File: src/rtl/spi_master.sv
// SPI frame master: 7-bit address, R/W bit, 8 data bits, MSB first; start/busy/done host side.
// Define SPI_MASTER_VERIFY_EN to follow every write with an automatic read-back and verify_err flag.
module spi_master #(
  parameter int CLK_DIV = 4,
  parameter int ADDR_W  = 7,
  parameter int DATA_W  = 8
) (
  input  logic              clk,
  input  logic              reset,
  input  logic              start,
  input  logic              rw,
  input  logic [ADDR_W-1:0] addr,
  input  logic [DATA_W-1:0] wdata,
  output logic              busy,
  output logic              done,
  output logic [DATA_W-1:0] rdata,
  output logic              sclk_pin,
  output logic              cs_pin,
  output logic              mosi_pin,
  input  logic              miso_pin
`ifdef SPI_MASTER_VERIFY_EN
  ,
  output logic              verify_err
`endif
);

  localparam int FRAME_W = ADDR_W + 1 + DATA_W;
  localparam int CNT_W   = (CLK_DIV > 2) ? $clog2(CLK_DIV) : 1;
  localparam logic [CNT_W-1:0] CNT_LAST = CNT_W'(CLK_DIV - 1);
  localparam logic [4:0] BIT_LAST   = 5'(FRAME_W - 1);
  localparam logic [4:0] DATA_FIRST = 5'(ADDR_W + 1);

  if (CLK_DIV < 2) begin : g_bad_div
    $error("spi_master: CLK_DIV must be at least 2");
  end

  typedef enum logic [2:0] {IDLE, SETUP, LOW, HIGH, TAIL, GAP} state_t;

  state_t               state;
  logic [CNT_W-1:0]     cnt;
  logic [4:0]           bit_idx;
  logic [FRAME_W-1:0]   frame_q;
  logic [DATA_W-1:0]    rx;
  logic                 rw_q;
  logic                 cnt_last;

`ifdef SPI_MASTER_VERIFY_EN
  logic [ADDR_W-1:0]    addr_q;
  logic [DATA_W-1:0]    wdata_q;
  logic                 vfy_q;
`endif

  assign cnt_last = (cnt == CNT_LAST);

  // Read frames send zeros in the data phase.
  function automatic logic [FRAME_W-1:0] build_frame(input logic rd,
                                                     input logic [ADDR_W-1:0] a,
                                                     input logic [DATA_W-1:0] d);
    return {a, rd, rd ? {DATA_W{1'b0}} : d};
  endfunction

  always_ff @(posedge clk) begin
    if (reset) begin
      state    <= IDLE;
      cnt      <= '0;
      bit_idx  <= '0;
      frame_q  <= '0;
      rx       <= '0;
      rw_q     <= 1'b0;
      cs_pin   <= 1'b1;
      sclk_pin <= 1'b0;
      mosi_pin <= 1'b0;
      busy     <= 1'b0;
      done     <= 1'b0;
      rdata    <= '0;
`ifdef SPI_MASTER_VERIFY_EN
      addr_q     <= '0;
      wdata_q    <= '0;
      vfy_q      <= 1'b0;
      verify_err <= 1'b0;
`endif
    end else begin
      done <= 1'b0;
      case (state)
        IDLE: begin
          if (start) begin
            rw_q     <= rw;
            frame_q  <= build_frame(rw, addr, wdata);
            mosi_pin <= addr[ADDR_W-1];
            cs_pin   <= 1'b0;
            busy     <= 1'b1;
            cnt      <= '0;
            state    <= SETUP;
`ifdef SPI_MASTER_VERIFY_EN
            addr_q     <= addr;
            wdata_q    <= wdata;
            vfy_q      <= 1'b0;
            verify_err <= 1'b0;
`endif
          end
        end
        SETUP: begin
          if (cnt_last) begin
            cnt     <= '0;
            bit_idx <= '0;
            state   <= LOW;
          end else begin
            cnt <= cnt + 1'b1;
          end
        end
        LOW: begin
          if (cnt_last) begin
            cnt      <= '0;
            sclk_pin <= 1'b1;
            state    <= HIGH;
            // miso is captured on the same edge that raises sclk.
            if (rw_q && bit_idx >= DATA_FIRST) begin
              rx <= {rx[DATA_W-2:0], miso_pin};
            end
          end else begin
            cnt <= cnt + 1'b1;
          end
        end
        HIGH: begin
          if (cnt_last) begin
            cnt      <= '0;
            sclk_pin <= 1'b0;
            if (bit_idx == BIT_LAST) begin
              mosi_pin <= 1'b0;
              state    <= TAIL;
            end else begin
              bit_idx  <= bit_idx + 1'b1;
              mosi_pin <= frame_q[FRAME_W-2];
              frame_q  <= {frame_q[FRAME_W-2:0], 1'b0};
              state    <= LOW;
            end
          end else begin
            cnt <= cnt + 1'b1;
          end
        end
        TAIL: begin
          if (cnt_last) begin
            cnt    <= '0;
            cs_pin <= 1'b1;
            state  <= GAP;
`ifdef SPI_MASTER_VERIFY_EN
            // The write half of a verified write completes silently.
            if (rw_q) begin
              done  <= 1'b1;
              rdata <= rx;
              if (vfy_q) begin
                verify_err <= (rx != wdata_q);
              end
            end
`else
            done <= 1'b1;
            if (rw_q) begin
              rdata <= rx;
            end
`endif
          end else begin
            cnt <= cnt + 1'b1;
          end
        end
        GAP: begin
          if (cnt_last) begin
            cnt <= '0;
`ifdef SPI_MASTER_VERIFY_EN
            if (!rw_q) begin
              rw_q     <= 1'b1;
              vfy_q    <= 1'b1;
              frame_q  <= build_frame(1'b1, addr_q, wdata_q);
              mosi_pin <= addr_q[ADDR_W-1];
              cs_pin   <= 1'b0;
              state    <= SETUP;
            end else begin
              busy  <= 1'b0;
              state <= IDLE;
            end
`else
            busy  <= 1'b0;
            state <= IDLE;
`endif
          end else begin
            cnt <= cnt + 1'b1;
          end
        end
        default: state <= IDLE;
      endcase
    end
  end

endmodule

File: config.mk
export PLATFORM = sky130hd
export DESIGN_NAME = spi_master
export DESIGN_NICKNAME = d
export VERILOG_FILES = /design/src/rtl/spi_master.sv
export SDC_FILE = /design/constraint.sdc
export NUM_CORES = 1
export LEC_CHECK = 0
export BUFFER_PORTS_ARGS = -buffer_cell sky130_fd_sc_hd__buf_4
export CAP_MARGIN = 20
export CORE_UTILIZATION = 46
export DETAILED_ROUTE_END_ITERATION = 8
export MAX_ROUTING_LAYER = met4
export PLACE_DENSITY = 0.76
export SYNTH_ARGS = -nofsm -noshare
export SYNTH_HDL_FRONTEND = slang
export SYNTH_SLANG_ARGS = --single-unit
File: constraint.sdc
create_clock -name clk -period 2.8 [get_ports clk]
set_clock_uncertainty 0.15 [all_clocks]
set_input_delay 0.56 -clock clk [delete_from_list [all_inputs] [get_ports clk]]
set_output_delay 0.56 -clock clk [all_outputs]
set_load 0.01 [all_outputs]
Yosys cells after proc, flatten, opt, wreduce, memory -nomap -nowiden
Cells that the tools add are included.
{ "totals": {"n_memories": 0, "latchBits": 0, "rom_bits": 0, "out_inout_bits": 13, "ff_bits": 47, "in_bits": 20, "wordCells": 83, "ram_bits": 0} }
{ "op_classes": {"div": 0, "n_reduce_logical": 21, "bitwise": 1, "shift": 0, "n_mux": 32, "multipliers": 0, "n_eq_ne": 14, "n_addsub": 2, "order_cmp": 1} }
{ "op_table": {"columns": ["operator", "n"], "rows": [
  ["$mux 15", 3],
  ["$pmux 15 s2", 1],
  ["$mux 3", 7],
  ["$pmux 3 s6", 1],
  ["$reduce_and 3->1", 6],
  ["$mux 5", 3],
  ["$ne 2x2->1 const B", 7],
  ["$reduce_bool 2->1", 6],
  ["$pmux 5 s2", 1],
  ["$mux 1", 8],
  ["$mux 8", 1],
  ["$pmux 1 s2", 4],
  ["$reduce_and 4->1", 2],
  ["$eq 3x2->1 const B", 2],
  ["$eq 3x3->1 const B", 2],
  ["$reduce_and 6->1", 1],
  ["$add 5x1->5 const B", 1],
  ["$eq 5x4->1 const B", 1],
  ["$ge 5x4->1 const B", 1],
  ["$reduce_or 5->1", 1],
  ["$mux 2", 2],
  ["$pmux 2 s2", 1],
  ["$reduce_and 2->1", 2],
  ["$eq 3x1->1 const B", 1],
  ["6 further kinds", 6]
]} }

Depth between registers and ports, before layout
{ "logic_depth": {"word_depth": 4, "mapped_depth": 9, "ltp_nobuf": 7} }

Least setup slack after synthesis
Ideal clock, no wire load.
{ "synth_path": {"path_kind": "reg2reg", "from": "reg bit_idx[0]", "to": "reg frame_q[10]", "slack_ns": 0.847, "t_required_ns": 2.564, "arrival_time_ns": 1.717, "path_stages_with_launch": 10, "setup_time_ns": 0.086, "path_buffers": 2, "period_less_slack_ns": 1.953, "path_cell_list": "dfxtp_1 > ha_1 > inv_1 > nor3_1 > ha_1 > nand4b_1 > nand2b_1 > buf_2 > buf_6 > a221oi_2"} }
{ "synth_via": {"elab_chain_cells": 3} }
{ "synth_lines": {"columns": ["item", "line", "source"], "rows": [
  ["start, declared", "41", "logic [4:0] bit_idx;"],
  ["start signal, assigned", "132", "bit_idx <= bit_idx + 1'b1;"],
  ["$eq 5x4->1", "128", "if (bit_idx == BIT_LAST) begin"],
  ["$ne 2x2->1 (no source line)", null, null],
  ["$reduce_and 4->1 (no source line)", null, null],
  ["end signal, assigned", "88", "frame_q <= build_frame(rw, addr, wdata);"],
  ["end signal, assigned", "134", "frame_q <= {frame_q[FRAME_W-2:0], 1'b0};"],
  ["end, declared", "42", "logic [FRAME_W-1:0] frame_q;"]
]} }
Every way passes these cells.
A chain may end at the register's enable or synchronous reset.

Final worst setup path
{ "layout_path": {"from": "reg state[0]", "to": "reg frame_q[1]"} }
{ "layout_via": {"elab_chain_cells": 3, "word_cells_on_any_way": 8, "cone_classes": "eq/ne (4); mux (1); reduce/logical (3)"} }
{ "layout_lines": {"columns": ["item", "line", "source"], "rows": [
  ["start, declared", "39", "state_t state;"],
  ["start signal, assigned", "64", "state <= IDLE;"],
  ["start signal, assigned", "93", "state <= SETUP;"],
  ["start signal, assigned", "106", "state <= LOW;"],
  ["$eq 3x2->1 / $logic_not 3->1 (equally long branches)", "84", "case (state)"],
  ["$ne 2x2->1 (no source line) / $reduce_bool 2->1 (equally long branches)", null, null],
  ["$reduce_and 4->1 (no source line)", null, null]
]} }
Parallel ways exist; a longest one is shown, timed or not.

==> results.md <==
- Status: completed
- Synth Area per Inst: 9.27 sq um
- Met3 Wirelength: 211 microns
- Max-slew violations: 0
- PortBufs: 32
- CTS Hold Bufs: 0
- Worst slew margin: 47.7%
- Post-synth top flop: dfxtp_1
- Nets: 302
- Detailed-route DRC error count: 0
- RSZ-0062 raised after global routing: false
- Final wirelength: 4700 microns
- Slowest stage cell, crit path: dfxtp_1
- Clk sinks: 47
- Pin count of the biggest net entering global routing: 48
- Flops & latches, synth: 47
- Layout cells sized above 1: 21.2%
- Final Cell Area: 0.00268 sq mm
- Yosys top cell by area: dfxtp_1
- Hold WS: 0.320 ns
- CP required: 2.79 ns
- Die Width: 74.0 microns
- Critical path type: reg -> reg
- Max Root-Sink Buffers: 2
- Area of the mapped netlist: 0.00238 sq mm
- # diodes: 0
- Top-area cell type share of the netlist area: 39.5%
- Routed len/inst: 13.6 microns
- Fmax: 451 MHz
- Row cnt: 25
- Initial Util: 49.1%
- Ys Warns: 0
- Area delta synth->final: 12.6%
- TNS Setup: 0 ns
- First-pass GRT wire length: 7820 microns
- Largest delay share family, worst path: flip-flops
- Synth top cells by count: 47 x dfxtp_1, 26 x a21oi_1, 25 x o21ai_0
- Worst-skew pair later-pin latency: 0.29 ns
- DIE AREA: 0.00547 sq mm
- CTS clk-pin slew, worst paths: 0.08 ns
- Post-synthesis sequential area ratio: 39.5%
- Gr usage total: 19.0%
- Largest cells by area after synthesis: dfxtp_1 39%, mux2i_1 7.1%, a21oi_1 5.5%, o21ai_0 5.3%, a221oi_2 5.0%
- Tmin final: 2.22 ns
- # setup viols final: 0
- P_leak: 1.05 nW
- Met2 WL post-DR: 2200 microns
- Kind of end point of the critical path: flip-flop
- Worst-margin pin slew: 0.784 ns
- CTS tree: yes
- Number of synthesized flops with an enable pin: 0
- Initial antenna violation count: 0
- Synth Net Count: 281
- Most frequent cell after synthesis: dfxtp_1
- Tcrit/Tclk final: 79.1%
- First-iteration detailed-routing DRC count: 151
- H-tree depth: 2
- Gates resized, CTS repair: 0
- Worst Hold Class: reg -> reg
- Element type at the critical path start: flip-flop
- IO Pins: 33
- Vias in the first global route: 1698
- Placed inst area: 0.00259 sq mm
- Routed Antenna Nets: 0
- Unique masters post-synth: 46
- Ys async rst share: 0%
- Pwr dens: 462 mW/mm^2
- Setup bufs post-CTS: 0
- CP Buf/Inv Count: 0
- Pre-Repair DR Iteration Count: 4
- Drt via density: 5.61
- Wire length on met1: 2270 microns
- HPWL Detailed: 3210 microns
- Via Count: 1934
- Num CTS Buffers: 5
- Core area: 0.00485 sq mm
- Final-report hold violation count: 0
- Cell Chain, Critical Path: nand4b_1 -> a21oi_4 -> a221oi_1
- Peak supply drop: 320 uV
- GRT overflow: 0
- Worst-path fanout max: 22
- Max_cap viols: 0
- Die span in y: 74.0 microns
- Root Driver: clkbuf_8
- Max Used Layer: met4
- Synth Instances: 257
- Global placement routability congestion: 0.818
- Crit path DAT: 2.21 ns
- Slowest Stage Delay on Critical Path: 0.84 ns
- Final Util: 55.3%
[final timing paths]
check / end / from / cells past startpoint / slack, ns
worst max-delay path: frame_q[1] / state[0] / 3 / 0.58
worst min-delay path: rdata[7] / rx[7] / 2 / 0.32
worst max register to register: frame_q[1] / state[0] / 3 / 0.58
worst min register to register: rdata[7] / rx[7] / 2 / 0.32
[registers in the layout (all words and copies together), names as in the netlist]
| name | count |
|---|---|
| sclk_pin | 1 |
| busy | 1 |
| state | 3 |
| rw_q | 1 |
| rx | 8 |
| cs_pin | 1 |
| rdata | 8 |
| cnt | 2 |
| bit_idx | 5 |
| frame_q | 15 |
| mosi_pin | 1 |
| done | 1 |
[cell families after synthesis]
| group | share of synthesized area [%] |
|---|---|
| AO/OA/AOI/OAI | 23.5 |
| adder cells (fa/ha/maj) | 2.10 |
| buffers and inverters | 7.51 |
| flip-flops | 39.5 |
| multiplexers | 7.14 |
| AND/OR/NAND/NOR | 20.2 |
[final cells by class]
type,instances,area [sq um]
Clock buffer,6,82.6
Sequential cell,47,941
Fill cell,431,2170
Clock inverter,1,5.00
Inverter,8,30.0
Timing Repair Buffer,37,278
Multi-Input combinational cell,179,1260
Tap cell,67,83.8
[placed cells by master, fill, tap and decap left out, types with 2 or more instances in the layout]
cell,count
a221oi_1,7
nor2_1,18
ha_1,4
a211oi_1,4
dfxtp_1,47
o21ba_2,2
clkbuf_8,6
a221oi_2,8
mux2i_1,17
o32ai_1,2
inv_1,8
buf_4,37
nor3_1,4
o21ai_0,25
or3_1,4
a21oi_1,26
nor2b_1,8
nand3_1,20
nand2b_1,2
nand4b_1,4
nand2_1,2
and2_0,2
[metal layers]
| layer | vias up | GRT usage (%) |
|---|---|---|
| li1 | 988 | - |
| met1 | 901 | 25.4 |
| met2 | 43 | 28.8 |
| met3 | 2 | 4.88 |
| met4 | 0 | 4.49 |
| met5 | - | - |
[per-stage QoR]
step	power (mW)	setup slack (ns)	instances
detailed placement	0.852	0.651	338
floorplan	0.814	0.847	257
global route	1.29	0.420	345
CTS	1.25	0.624	345
global placement	0.849	0.699	338
finish	1.24	0.584	345
[report_power, final]
| part | internal (mW) | leakage [nW] | total [mW] | switching, mW |
|---|---|---|---|---|
| clock | 0.194 | 0.0470 | 0.403 | 0.209 |
| sequential | 0.692 | 0.383 | 0.713 | 0.0205 |
| combinational | 0.0633 | 0.622 | 0.123 | 0.0596 |
[worst reg2reg max path: stages, from the launching register on]
cell and delay, ns:
dfxtp_1 0.84, nand4b_1 0.36, a21oi_4 0.54, a221oi_1 0.18
No activity file was read; power rests on OpenSTA's default activity.
